$ cat src/rtl/bsg_mem_1r1w_sync_mask_write_bit_driver.sv
// Initiator for a 1r1w sync-read, bit-masked-write RAM: zero/init sweep after reset, then
// valid/ready write and read requests mapped onto RAM port cycles with a held read-data output.
module bsg_mem_1r1w_sync_mask_write_bit_driver #(
    parameter int                 width_p                = 8,
    parameter int                 els_p                  = 16,
    parameter int                 read_write_same_addr_p = 0,
    parameter logic [width_p-1:0] init_val_p             = '0,
    parameter int                 addr_width_lp          = (els_p > 1) ? $clog2(els_p) : 1
) (
    input  logic                     clk_i,
    input  logic                     reset_n_i,
    output logic                     init_done_o,
    output logic                     err_o,
    input  logic                     w_v_i,
    input  logic [width_p-1:0]       w_mask_i,
    input  logic [addr_width_lp-1:0] w_addr_i,
    input  logic [width_p-1:0]       w_data_i,
    output logic                     w_ready_o,
    input  logic                     r_v_i,
    input  logic [addr_width_lp-1:0] r_addr_i,
    output logic                     r_ready_o,
    output logic                     r_data_v_o,
    output logic [width_p-1:0]       r_data_o,
    input  logic                     r_data_yumi_i,
    output logic                     mem_w_v_o,
    output logic [width_p-1:0]       mem_w_mask_o,
    output logic [addr_width_lp-1:0] mem_w_addr_o,
    output logic [width_p-1:0]       mem_w_data_o,
    output logic                     mem_r_v_o,
    output logic [addr_width_lp-1:0] mem_r_addr_o,
    input  logic [width_p-1:0]       mem_r_data_i
);

    typedef enum logic {ST_INIT, ST_RUN} state_e;

    // One extra bit so els_p itself is representable when els_p is a power of two.
    localparam logic [addr_width_lp:0]   els_lp       = (addr_width_lp + 1)'(els_p);
    localparam logic [addr_width_lp-1:0] last_addr_lp = addr_width_lp'(els_p - 1);
    localparam bit                       rwsa_lp      = (read_write_same_addr_p != 0);

    state_e                     state_q, state_d;
    logic [addr_width_lp-1:0]   cnt_q, cnt_d;
    logic                       init_done_q, init_done_d;
    logic                       err_q, err_d;
    logic                       rd_pending_q, rd_pending_d;
    logic                       rd_oor_q, rd_oor_d;
    logic                       hold_v_q, hold_v_d;
    logic [width_p-1:0]         hold_data_q, hold_data_d;

    logic                       is_run;
    logic                       w_oor, r_oor;
    logic                       out_free, conflict;
    logic                       w_accept, r_accept;
    logic [width_p-1:0]         rd_data_raw;

    assign is_run      = (state_q == ST_RUN);
    assign w_oor       = ({1'b0, w_addr_i} >= els_lp);
    assign r_oor       = ({1'b0, r_addr_i} >= els_lp);
    assign out_free    = ~r_data_v_o | r_data_yumi_i;
    assign conflict    = ~rwsa_lp & w_v_i & r_v_i & (w_addr_i == r_addr_i);

    assign w_ready_o   = is_run;
    assign r_ready_o   = is_run & out_free & ~conflict;
    assign w_accept    = w_v_i & w_ready_o;
    assign r_accept    = r_v_i & r_ready_o;

    assign init_done_o = init_done_q;
    assign err_o       = err_q;

    // Out-of-range reads never touch the RAM and return zeros on the normal schedule.
    assign rd_data_raw = rd_oor_q ? '0 : mem_r_data_i;
    assign r_data_v_o  = rd_pending_q | hold_v_q;
    assign r_data_o    = hold_v_q ? hold_data_q : rd_data_raw;

    assign mem_r_v_o    = r_accept & ~r_oor;
    assign mem_r_addr_o = r_addr_i;

    always_comb begin
        mem_w_v_o    = w_accept & ~w_oor;
        mem_w_mask_o = w_mask_i;
        mem_w_addr_o = w_addr_i;
        mem_w_data_o = w_data_i;
        if (!is_run) begin
            // Gated by reset so the sweep write is not presented while reset is held.
            mem_w_v_o    = reset_n_i;
            mem_w_mask_o = '1;
            mem_w_addr_o = cnt_q;
            mem_w_data_o = init_val_p;
        end
    end

    always_comb begin
        // NOTE: every variable gets a default first so no path leaves it unassigned (no latch).
        state_d      = state_q;
        cnt_d        = cnt_q;
        init_done_d  = init_done_q;
        err_d        = err_q | (w_accept & w_oor) | (r_accept & r_oor);
        rd_pending_d = r_accept;
        rd_oor_d     = r_accept & r_oor;
        hold_v_d     = hold_v_q;
        hold_data_d  = hold_data_q;

        if (state_q == ST_INIT) begin
            cnt_d = cnt_q + addr_width_lp'(1);
            if (cnt_q == last_addr_lp) begin
                state_d     = ST_RUN;
                init_done_d = 1'b1;
                cnt_d       = '0;
            end
        end

        // Fresh RAM data not taken this cycle is parked in the hold register until yumi.
        if (r_data_yumi_i) begin
            hold_v_d = 1'b0;
        end else if (rd_pending_q) begin
            hold_v_d    = 1'b1;
            hold_data_d = rd_data_raw;
        end
    end

    // NOTE: sequential state uses non-blocking assignments only.
    always_ff @(posedge clk_i or negedge reset_n_i) begin
        if (!reset_n_i) begin
            state_q      <= ST_INIT;
            cnt_q        <= '0;
            init_done_q  <= 1'b0;
            err_q        <= 1'b0;
            rd_pending_q <= 1'b0;
            rd_oor_q     <= 1'b0;
            hold_v_q     <= 1'b0;
            hold_data_q  <= '0;
        end else begin
            state_q      <= state_d;
            cnt_q        <= cnt_d;
            init_done_q  <= init_done_d;
            err_q        <= err_d;
            rd_pending_q <= rd_pending_d;
            rd_oor_q     <= rd_oor_d;
            hold_v_q     <= hold_v_d;
            hold_data_q  <= hold_data_d;
        end
    end

endmodule

$ cat config.mk
export PLATFORM = sky130hd
export DESIGN_NAME = bsg_mem_1r1w_sync_mask_write_bit_driver
export DESIGN_NICKNAME = d
export VERILOG_FILES = /design/src/rtl/bsg_mem_1r1w_sync_mask_write_bit_driver.sv
export SDC_FILE = /design/constraint.sdc
export NUM_CORES = 1
export LEC_CHECK = 0
export ABC_AREA = 1
export BUFFER_PORTS_ARGS = -buffer_cell sky130_fd_sc_hd__buf_2
export CELL_PAD_IN_SITES_DETAIL_PLACEMENT = 0
export CELL_PAD_IN_SITES_GLOBAL_PLACEMENT = 1
export CORE_MARGIN = 8
export CORE_UTILIZATION = 28
export DETAILED_ROUTE_END_ITERATION = 8
export PLACE_DENSITY = 0.88
export REMOVE_ABC_BUFFERS = 1
export SLEW_MARGIN = 20
export SYNTH_ARGS = -nofsm -noshare
export SYNTH_HDL_FRONTEND = slang
export SYNTH_SLANG_ARGS = --single-unit
$ cat constraint.sdc
create_clock -name clk_i -period 1.6 [get_ports clk_i]
set_input_delay 0 -clock clk_i [delete_from_list [all_inputs] [get_ports clk_i]]
set_output_delay 0 -clock clk_i [all_outputs]
set_load 0.03 [all_outputs]
# Yosys cells after proc, flatten, opt, wreduce, memory -nomap -nowiden
# Cells that the tools add are included.
# classes
add_sub_neg,1
eq_ne,2
n_mux,10
n_bitwise,12
reduce_logical,3
# ops
op,count
2-to-1 mux 8 bit,3
2-to-1 mux 4 bit,2
AND 1 bit,6
2-to-1 mux 1 bit,5
adder 4 x 1 -> 4 bit (second input constant),1
== test 4 bit,1
== test 4 bit (second input constant),1
inverter 1 bit,4
AND reduction 2 bit,2
OR 1 bit,2
nonzero test 2 bit,1
# word_totals
regBits,16
in_bits,37
output_inout_bits,39

# Longest topological paths before layout
# logic_depth
word_depth,6
mapped_depth,7
ltp_nobuf,7

# Worst setup path before layout
# No wires, ideal clock.
# synth_timing
path_type,register to output
startpoint,"reg state_q, in the netlist w_ready_o"
endpoint,out mem_w_addr_o[1]
t_arrival_ns,1.579
path_slack_ns,0.021
path_stages_with_launch,4
path_buffers,1
path_cell_list,dfrtp_1 > inv_2 > buf_2 > o21ai_0
# synth_between
elab_chain_len,1
# synth_rtl
item,line_no,source
"start, declared",41,"state_e state_q, state_d;"
"start signal, assigned",133,state_q <= state_d;
2-to-1 mux 4 bit,83,if (!is_run) begin
"end, declared",27,"output logic [addr_width_lp-1:0] mem_w_addr_o,"
# No other way between the ends.

# Final worst setup path
# layout_timing
startpoint,"reg state_q, in the netlist w_ready_o"
endpoint,out mem_r_v_o
# layout_between
elab_chain_len,3
# layout_rtl
item,line_no,source
AND 1 bit (2 in a row),63,assign r_ready_o = is_run & out_free & ~conflict;
AND 1 bit,65,assign r_accept = r_v_i & r_ready_o;
"end, declared",29,"output logic mem_r_v_o,"
# No other way between the ends.

==> metrics <==
outcome completed; VDD IR-drop max 245.2 µV; kind of critical path reg2out; vias per cell 3.960; Area contributors post-synth dfrtp_1 (38%), nand2_1 (18%), inv_1 (11%); Initial Utilization 0.2898; Slew headroom 0.5800; Power Dens Cells 801.7 nW/µm²; CTS Buffer Depth 2; most frequent cell after synthesis nand2_1; Post-Route Setup TNS 0 ns; wire length per cell 10.36 µm; Initial DRT Pass Iterations 4; fillcell total 405; sequential share of the synthesized area 0.3774; Ys Warns 0; Int Pwr 0.0008007 W; endpoints failing hold 0; post-synthesis cell area 1061 µm²; Synth top cells by count nand2_1 (50), inv_1 (30), dfrtp_1 (16); Core Area 3661 µm²; Reg power frac 0.383; WP data required 1.60 ns; maxcap violations 0; hold_buf cts 3; largest net degree at the start of global routing 20; LEAKAGE 0.9291 nW; min cycle time layout 1.398 ns; Crit path arrival time 1.40 ns; CTS clk-pin slew, worst paths 0.06 ns; num ports 76; critical path endpoint category output pin; Sw Share 0.3414; clock sink count 16; Worst-Skew Late Latency 0.24 ns; CTS tree built; Tcrit/Tclk final 0.8736; global route total overflow 0; cts repair resizes 0; number of cell rows 22; synthesized area per cell 6.890 µm²; nets 266; wirelength, routed 2.850 mm; Critical Path Fanout Max 19; area growth from synthesis to layout 42.92%; Comb power frac 0.328; Synth area leader dfrtp_1; # H-tree levels 1; worst-margin pin slew 0.6300 ns; die area 6015 µm²; GRT Total Usage 0.09323; routed via count 1089; Num CTS Buffers 3; Chip Width 77.56 µm; top_reg_cell synth dfrtp_1; Clock power frac 0.289; vias in the first global route 1110; net switching power 0.0004150 W; Yosys cell types 17; Post-synth EDFFs 0; worst clock skew 0.0009602 ns; final antenna-violating net count 0; n_diodes 0; first-pass GRT wire length 4.761 mm; final setup vio count 0; Root Driver clkbuf_8; # DRC 0; RSZ-0062 raised after global routing false; First DRT Iteration DRCs 28; initial antenna violation count 0; I/O Buffers 74; Synth top area share 0.3774; Startpoint Class flop; GPL Wtd Cong 0.7702; fmax 715.4 MHz; Detailed Place HPWL 2.342 mm; post-CTS setup repair buffer count 0; flop2flop setup slack 0.35 ns; #FFs+latches synth 16; Die Y 77.56 µm; max-slew violations 0; HP Class in2reg; Finished Core Util 0.4142; Cells after Synth 154; share of cells above drive strength 1 0.4141; Synth async-reset ratio 1.000
-- registers in the layout, summed over array words and instances, names as in the netlist --
| name | count |
|---|---|
| init_done_o | 1 |
| hold_v_q | 1 |
| w_ready_o | 1 |
| hold_data_q | 8 |
| rd_pending_q | 1 |
| cnt_q | 4 |
-- through the flow --
stage | cells | cell area [µm²] | power (W) | hold slack (ns) | worst slack, ns
3_3_place_gp | 268 | 1431 | 0.0008648 | -0.06266 | 0.4057
3_5_place_dp | 268 | 1431 | 0.0008706 | -0.06414 | 0.3660
2_1_floorplan | 144 | 985.9 | 0.0007195 | -0.2956 | -0.1274
6_report | 275 | 1516 | 0.001216 | 0.02159 | 0.2022
5_1_grt | 275 | 1516 | 0.001289 | 0.02009 | 0.07752
4_1_cts | 275 | 1516 | 0.001238 | 0.01364 | 0.1879
-- area by class of cell --
class	instances	area [µm²]	area share
Clock buffer	4	55.05	0.03630
Sequential cell	16	400.4	0.2640
Inverter	31	116.4	0.07673
Tap cell	48	60.06	0.03960
Multi-Input combinational cell	97	469.2	0.3094
Timing Repair Buffer	79	415.4	0.2739
-- power groups by stage --
stage | registers, W | logic [W] | clock network, W
after CTS | 0.000465 | 0.000405 | 0.000368
after global routing | 0.000472 | 0.000438 | 0.000380
after detailed placement | 0.000472 | 0.000398 | 0
after global placement | 0.000472 | 0.000393 | 0
final | 0.000465 | 0.000399 | 0.000352
after floorplan | 0.000473 | 0.000246 | 0
-- cells by family (layout without fill, tap and decap cells) --
| logic type | Yosys count | after routing | share of synthesized area |
|---|---|---|---|
| compound gates | 24 | 24 | 0.1486 |
| other cells | 1 | 1 | 0.003534 |
| buf+inv | 41 | 114 | 0.1804 |
| flops | 16 | 16 | 0.3774 |
| fa+ha+maj | 1 | 1 | 0.01179 |
| simple gates | 71 | 71 | 0.2783 |
-- path summary, 6_finish.rpt --
| path | cells past startpoint | to | startpoint |
|---|---|---|---|
| hold reg to reg | 2 | hold_data_q[5] | hold_data_q[5] |
| hold / removal | 3 | hold_data_q[6] | mem_r_data_i[6] |
| max in group asynchronous | 2 | rd_pending_q | reset_n_i |
| min in group asynchronous | 2 | hold_data_q[3] | reset_n_i |
| setup / recovery | 5 | mem_r_v_o | w_ready_o |
| setup reg to reg | 4 | hold_data_q[4] | rd_pending_q |
-- worst max-delay path, stage by stage (launching register included) --
cell and delay, ns:
dfrtp_1 0.46, inv_2 0.17, nor2_1 0.13, nand2_1 0.07, nor2_1 0.11, buf_2 0.21
-- layer usage --
layer	track usage	wire length, µm	up-vias
met5	0	0	-
met2	0.1542	1294	46
met1	0.09946	1229	444
met3	0.05184	316	2
met4	0.02830	10	0
li1	-	-	597
-- cells in the final DEF (no fill, tap or decap) --
cell,n
a21oi_1,3
buf_2,74
buf_4,2
clkbuf_8,4
conb_1,1
dfrtp_1,16
dlygate4sd3_1,3
ha_1,1
inv_1,30
inv_2,1
nand2_1,50
nand3_1,5
nor2_1,7
o21ai_0,10
o21ai_2,8
o21bai_1,3
or2_1,4
or2_2,5
No activity file was read; power rests on OpenSTA's default activity.
